<file path="src/rtl/issue_queue_gen.sv">
// Collapsing issue queue (reservation station) for a single execution unit.
// Entries 0..count-1 are live with index 0 the oldest. The oldest entry whose
// operands are both valid is presented on the issue port. When it is taken,
// every younger entry shifts down one slot. Operands that are still missing
// are captured from the CDB, and the entry being dispatched can also capture
// them in the same cycle.
module issue_queue_gen #(
    parameter int DEPTH  = 4,
    parameter int TAG_W  = 6,
    parameter int DATA_W = 32,
    parameter bit IMM_EN = 1'b1,
    parameter bit PC_EN  = 1'b1
) (
    input  logic                         clk,
    input  logic                         rst,
    input  logic                         flush,
    // dispatch side
    input  logic                         disp_valid,
    input  logic [TAG_W-1:0]             disp_rs1_tag,
    input  logic [TAG_W-1:0]             disp_rs2_tag,
    input  logic [DATA_W-1:0]            disp_rs1_data,
    input  logic [DATA_W-1:0]            disp_rs2_data,
    input  logic                         disp_rs1_valid,
    input  logic                         disp_rs2_valid,
    input  logic [TAG_W-1:0]             disp_rd_tag,
    input  logic [6:0]                   disp_opcode,
    input  logic [6:0]                   disp_funct7,
    input  logic [2:0]                   disp_funct3,
    input  logic [DATA_W-1:0]            disp_imm,
    input  logic [DATA_W-1:0]            disp_pc,
    output logic                         queue_full,
    output logic [$clog2(DEPTH+1)-1:0]   queue_count,
    // result broadcast
    input  logic                         cdb_valid,
    input  logic [TAG_W-1:0]             cdb_tag,
    input  logic [DATA_W-1:0]            cdb_data,
    // issue side
    output logic                         issue_valid,
    input  logic                         issue_ready,
    output logic [DATA_W-1:0]            issue_rs1_data,
    output logic [DATA_W-1:0]            issue_rs2_data,
    output logic [TAG_W-1:0]             issue_rd_tag,
    output logic [6:0]                   issue_opcode,
    output logic [6:0]                   issue_funct7,
    output logic [2:0]                   issue_funct3,
    output logic [DATA_W-1:0]            issue_imm,
    output logic [DATA_W-1:0]            issue_pc
);

    localparam int CW = $clog2(DEPTH+1);
    localparam int IW = (DEPTH > 1) ? $clog2(DEPTH) : 1;

    typedef struct packed {
        logic [TAG_W-1:0]  rs1_tag;
        logic [TAG_W-1:0]  rs2_tag;
        logic [DATA_W-1:0] rs1_data;
        logic [DATA_W-1:0] rs2_data;
        logic              rs1_v;
        logic              rs2_v;
        logic [TAG_W-1:0]  rd_tag;
        logic [6:0]        opcode;
        logic [6:0]        funct7;
        logic [2:0]        funct3;
    } entry_t;

    entry_t           ent_q [DEPTH];
    entry_t           ent_d [DEPTH];
    logic [CW-1:0]    count_q, count_d;
    logic [DEPTH-1:0] ready;
    logic [IW-1:0]    sel;
    logic             fire;
    logic             disp_acc;
    logic [CW-1:0]    wr_idx;
    logic [IW-1:0]    src_idx [DEPTH];
    logic [DEPTH-1:0] wr_en;
    entry_t           disp_raw, disp_e;

    // Capture a CDB broadcast into any operand that is still waiting on that tag.
    function automatic entry_t wake(entry_t e, logic v, logic [TAG_W-1:0] t,
                                    logic [DATA_W-1:0] d);
        entry_t r;
        r = e;
        if (v && !r.rs1_v && (r.rs1_tag == t)) begin
            r.rs1_v    = 1'b1;
            r.rs1_data = d;
        end
        if (v && !r.rs2_v && (r.rs2_tag == t)) begin
            r.rs2_v    = 1'b1;
            r.rs2_data = d;
        end
        return r;
    endfunction

    // Mark the ready entries (registered state only) and pick the oldest one.
    always_comb begin
        // NOTE: every combinational output gets a default before any branch, so no latch is inferred.
        sel = '0;
        for (int i = DEPTH-1; i >= 0; i--) begin
            ready[i] = (i < int'(count_q)) && ent_q[i].rs1_v && ent_q[i].rs2_v;
            if (ready[i]) sel = IW'(i);
        end
    end

    assign issue_valid = |ready;
    assign fire        = issue_valid & issue_ready;
    assign queue_full  = (count_q == CW'(DEPTH));
    assign queue_count = count_q;
    assign disp_acc    = disp_valid & ~queue_full;
    // The new entry goes after the survivors, so it moves down one slot when an issue fires.
    assign wr_idx      = count_q - CW'(fire);

    // Per slot: which old slot feeds it (collapse), and whether dispatch writes it.
    always_comb begin
        for (int i = 0; i < DEPTH; i++) begin
            wr_en[i] = disp_acc && (wr_idx == CW'(i));
            if (fire && (IW'(i) >= sel) && (i < DEPTH-1)) src_idx[i] = IW'(i + 1);
            else                                           src_idx[i] = IW'(i);
        end
    end

    // Build the incoming entry. The bypass only fills operands that dispatch marked invalid.
    always_comb begin
        disp_raw.rs1_tag  = disp_rs1_tag;
        disp_raw.rs2_tag  = disp_rs2_tag;
        disp_raw.rs1_data = disp_rs1_data;
        disp_raw.rs2_data = disp_rs2_data;
        disp_raw.rs1_v    = disp_rs1_valid;
        disp_raw.rs2_v    = disp_rs2_valid;
        disp_raw.rd_tag   = disp_rd_tag;
        disp_raw.opcode   = disp_opcode;
        disp_raw.funct7   = disp_funct7;
        disp_raw.funct3   = disp_funct3;
        disp_e            = wake(disp_raw, cdb_valid, cdb_tag, cdb_data);
    end

    // Next entry contents: shifted or held, woken by the CDB, then overwritten by dispatch.
    always_comb begin
        for (int i = 0; i < DEPTH; i++) begin
            ent_d[i] = wake(ent_q[src_idx[i]], cdb_valid, cdb_tag, cdb_data);
            if (wr_en[i]) ent_d[i] = disp_e;
        end
    end

    // Occupancy bookkeeping. Flush takes priority over dispatch and issue.
    always_comb begin
        count_d = count_q;
        if (flush) count_d = '0;
        else       count_d = count_q + CW'(disp_acc) - CW'(fire);
    end

    // Occupancy register. Validity of each slot follows from the count.
    always_ff @(posedge clk) begin
        // NOTE: sequential state uses non-blocking assignments so every register samples pre-edge values.
        if (rst) count_q <= '0;
        else     count_q <= count_d;
    end

    // Entry payload storage.
    always_ff @(posedge clk) begin
        // NOTE: payload storage is deliberately left unreset; the count alone decides which slots are live.
        for (int i = 0; i < DEPTH; i++) ent_q[i] <= ent_d[i];
    end

    assign issue_rs1_data = ent_q[sel].rs1_data;
    assign issue_rs2_data = ent_q[sel].rs2_data;
    assign issue_rd_tag   = ent_q[sel].rd_tag;
    assign issue_opcode   = ent_q[sel].opcode;
    assign issue_funct7   = ent_q[sel].funct7;
    assign issue_funct3   = ent_q[sel].funct3;

    generate
        if (IMM_EN) begin : g_imm
            logic [DATA_W-1:0] imm_q [DEPTH];
            logic [DATA_W-1:0] imm_d [DEPTH];
            // Immediate slots follow the same shift and write pattern as the entries.
            always_comb begin
                for (int i = 0; i < DEPTH; i++)
                    imm_d[i] = wr_en[i] ? disp_imm : imm_q[src_idx[i]];
            end
            // Immediate storage register.
            always_ff @(posedge clk) begin
                for (int i = 0; i < DEPTH; i++) imm_q[i] <= imm_d[i];
            end
            assign issue_imm = imm_q[sel];
        end else begin : g_no_imm
            assign issue_imm = '0;
        end

        if (PC_EN) begin : g_pc
            logic [DATA_W-1:0] pc_q [DEPTH];
            logic [DATA_W-1:0] pc_d [DEPTH];
            // PC slots follow the same shift and write pattern as the entries.
            always_comb begin
                for (int i = 0; i < DEPTH; i++)
                    pc_d[i] = wr_en[i] ? disp_pc : pc_q[src_idx[i]];
            end
            // PC storage register.
            always_ff @(posedge clk) begin
                for (int i = 0; i < DEPTH; i++) pc_q[i] <= pc_d[i];
            end
            assign issue_pc = pc_q[sel];
        end else begin : g_no_pc
            assign issue_pc = '0;
        end
    endgenerate

endmodule

</file>
<file path="config.mk">
export PLATFORM = sky130hd
export DESIGN_NAME = issue_queue_gen
export DESIGN_NICKNAME = d
export VERILOG_FILES = /design/src/rtl/issue_queue_gen.sv
export SDC_FILE = /design/constraint.sdc
export NUM_CORES = 1
export LEC_CHECK = 0
export CORE_MARGIN = 2
export CORE_UTILIZATION = 43
export CTS_CLUSTER_DIAMETER = 100
export DETAILED_ROUTE_END_ITERATION = 10
export GPL_TIMING_DRIVEN = 0
export PLACE_DENSITY_LB_ADDON = 0.12
export REMOVE_ABC_BUFFERS = 1
export SYNTH_ARGS = -nofsm -noshare
export SYNTH_HDL_FRONTEND = slang
export SYNTH_SLANG_ARGS = --single-unit
</file>
<file path="constraint.sdc">
create_clock -name clk -period 11.5 [get_ports clk]
set_clock_uncertainty 0.15 [all_clocks]
set_input_delay 1.15 -clock clk [delete_from_list [all_inputs] [get_ports clk]]
set_output_delay 1.15 -clock clk [all_outputs]
set_load 0.05 [all_outputs]
</file>
==> reports/metrics.csv <==
stage;metric;value;unit
timing;Slew Viols, Final;0;
timing;fmax;0.147;GHz
synthesis;mean post-synth cell area;9.23;sq um
synthesis;library cells used by synthesis;57;
route;Initial DRC Count;2912;
synthesis;Post-Syn Area;0.0361;sq mm
timing;Final Hold Viols;0;
pwr;power per cell area;201;mW/mm^2
clock_tree;post-CTS setup buffer count;0;
critical_path;Setup CP Type;register to output port;
clock_tree;clk_lat worst skew;630;ps
synthesis;Synth area leaders;edfxtp_1 51%, nand2_1 15%, a31oi_1 4.0%;
placed_design;IO Port Bufs;364;
clock_tree;Num CTS Buffers;77;
critical_path;slowest CP cell;clkdlybuf4s50_1;
critical_path;Worst Path Arrival;5500;ps
synthesis;FFs w/ async S/R, synth;0;%
die;DIE HEIGHT;294;um
timing;Slew headroom;9.52;%
route;DRT antenna net count;0;
die;num ports;365;
critical_path;CP max stage delay;920;ps
grt;Overall Global Routing Usage;28.2;%
synthesis;Synth top area share;51.3;%
die;Core ar.;0.0834;sq mm
die;die area;0.0863;sq mm
final_layout;Util after Layout;53.3;%
synthesis;post-synthesis sequential area ratio;53.9;%
final_layout;layout cell share with drive strength beyond 1;7.69;%
placed_design;placed cell areas;0.0422;sq mm
final_layout;Finished Cell Area;0.0445;sq mm
critical_path;CP top delay family;buffers and inverters;
route;DR vias;30945;
flow_run;MaxCap Viol Count;0;
clock_tree;CTS sink count;663;
clock_tree;CTS root buf;clkbuf_16;
grt;antenna violations before repair;13;
critical_path;CP cell instances;inv_1 -> ha_1 -> and3b_1 -> and2_1 -> a211oi_1 -> a21o_4 -> buf_16 -> buf_16 -> nand2_1 -> and3_1 -> a31oi_1 -> clkdlybuf4s50_1;
timing;post-layout min period;6800;ps
timing;RSZ-0062 raised after global routing;false;
clock_tree;H-tree Lvls;3;
die;die width;294;um
route;DR pass1 iterations;6;
route;Routed wire per std cell;23.5;um
grt;largest net degree at the start of global routing;85;
synthesis;main flop type after synthesis;edfxtp_1;
final_layout;Final nets;4370;
die;Initial Util;43.3;%
timing;Least-Margin Pin Slew;1360;ps
critical_path;crit-path max FO;70;
synthesis;synthesized flop and latch total;663;
timing;Final Setup Violations;0;
clock_tree;Clock Path Buffers;3;
final_layout;area grow syn2layout;23.2;%
die;row count;106;
critical_path;Crit path top cell by count;buf_16;
synthesis;Ys Warns;0;
grt;first-pass GRT wire length;185;mm
status;status;completed;
route;final wirelength;124;mm
critical_path;CP bufs+invs;4;
worst_hold_path;worst min path class;register to register;
clock_tree;Reg clk slew, reported paths;60;ps
placed_design;Placer Congestion;0.817;
route;Via density;5.84;
route;Residual DRC;0;
synthesis;Synth top cells by count;1399 x nand2_1, 616 x edfxtp_1, 262 x clkbuf_1;
synthesis;Syn Inst Count;3911;
clock_tree;# hold bufs at CTS;0;
critical_path;Worst Path Required;10200;ps
placed_design;Detailed Place HPWL;77.7;mm
critical_path;crit path capture type;output port;
grt;global route overflow;0;
clock_tree;CTS tree;built;
timing;fin crit share;59.1;%
clock_tree;post-CTS resize count;0;
grt;vias in the first global route;29911;
timing;Setup TNS Final;0;ps
synthesis;top-count cell post-synth;nand2_1;
synthesis;Synth area leader;edfxtp_1;
critical_path;startpoint types;register;
pwr;leakage power;17.2;nW
synthesis;Post-synth EDFFs;616;
pwr;VDD IR max;0.000129;V
timing;WHS;364;ps
-- flip-flops by register name, summed over array words and instances, names as in the netlist --
name         cells
g_imm.imm_q    128
g_pc.pc_q      128
queue_count      3
ent_q          404
-- worst min-delay path, cell delays in order, from the launching register on --
cell,delay (ps)
dfxtp_1,330
nand2_1,60
a31oi_1,70
-- stage by stage --
step                std cells  total power [W]  setup WS (ps)
floorplan                3593          0.00547          -5640
global placement         5037          0.00679         -19040
detailed placement       5155          0.00666           4300
CTS                      5292          0.00897           4820
global route             5295          0.00930           4520
finish                   5295          0.00894           4700
-- cells in the final DEF (no fill, tap or decap), types with 29 or more instances in the layout --
master	n
o21ai_1	46
clkbuf_16	79
o221ai_1	29
buf_12	30
o211ai_1	97
and3_1	158
dfxtp_1	47
inv_1	44
buf_16	31
o21ai_0	35
edfxtp_1	616
clkdlybuf4s50_1	364
a31oi_1	230
nand4_1	58
nor2_1	134
mux2_2	41
and2_1	34
mux2i_1	95
a21oi_1	100
nand3_1	197
xnor2_1	30
or3b_1	38
nand2_1	1394
-- cell families after synthesis --
logic type / synth area share (%)
flops: 53.9
fa+ha+maj: 0.264
xor+xnor: 1.12
simple gates: 25.4
buf+inv: 3.99
mux: 5.61
compound gates: 9.76
-- per-layer routing --
layer,part of all wire [%],wire length [um],track usage [%],up-vias
met1,41,51600,37.6,15034
li1,-,-,-,14381
met5,0.074,92,0,-
met4,2.7,3390,8.28,14
met3,7.8,9750,4.71,226
met2,48,59600,47.1,1290
-- layout make-up --
| class | count | area (sq um) |
|---|---|---|
| fill | 7641 | 38900 |
| sequential | 663 | 19400 |
| multi-input combinational | 2885 | 15400 |
| timing repair buffer | 482 | 5840 |
| clock buffer | 104 | 2070 |
| tap | 1080 | 1350 |
| clock inverter | 33 | 194 |
| inverter | 45 | 169 |
| antenna | 3 | 7.51 |
-- final timing paths --
check	end	start	cells after the start	slack, ps
worst max-delay path	issue_rs2_data[0]	queue_count[1]	12	4700
worst min-delay path	ent_q[2][96]	ent_q[2][96]	2	360
worst max register to register	ent_q[1][84]	queue_count[1]	12	5370
worst min register to register	ent_q[2][96]	ent_q[2][96]	2	360
-- power by group --
group          leakage [nW]  internal [W]  switching, W
Sequential             6.15       0.00322      0.000180
Combinational          9.97       0.00107       0.00215
Clock                  1.10       0.00130       0.00101
Power figures use the tool's default switching activity.
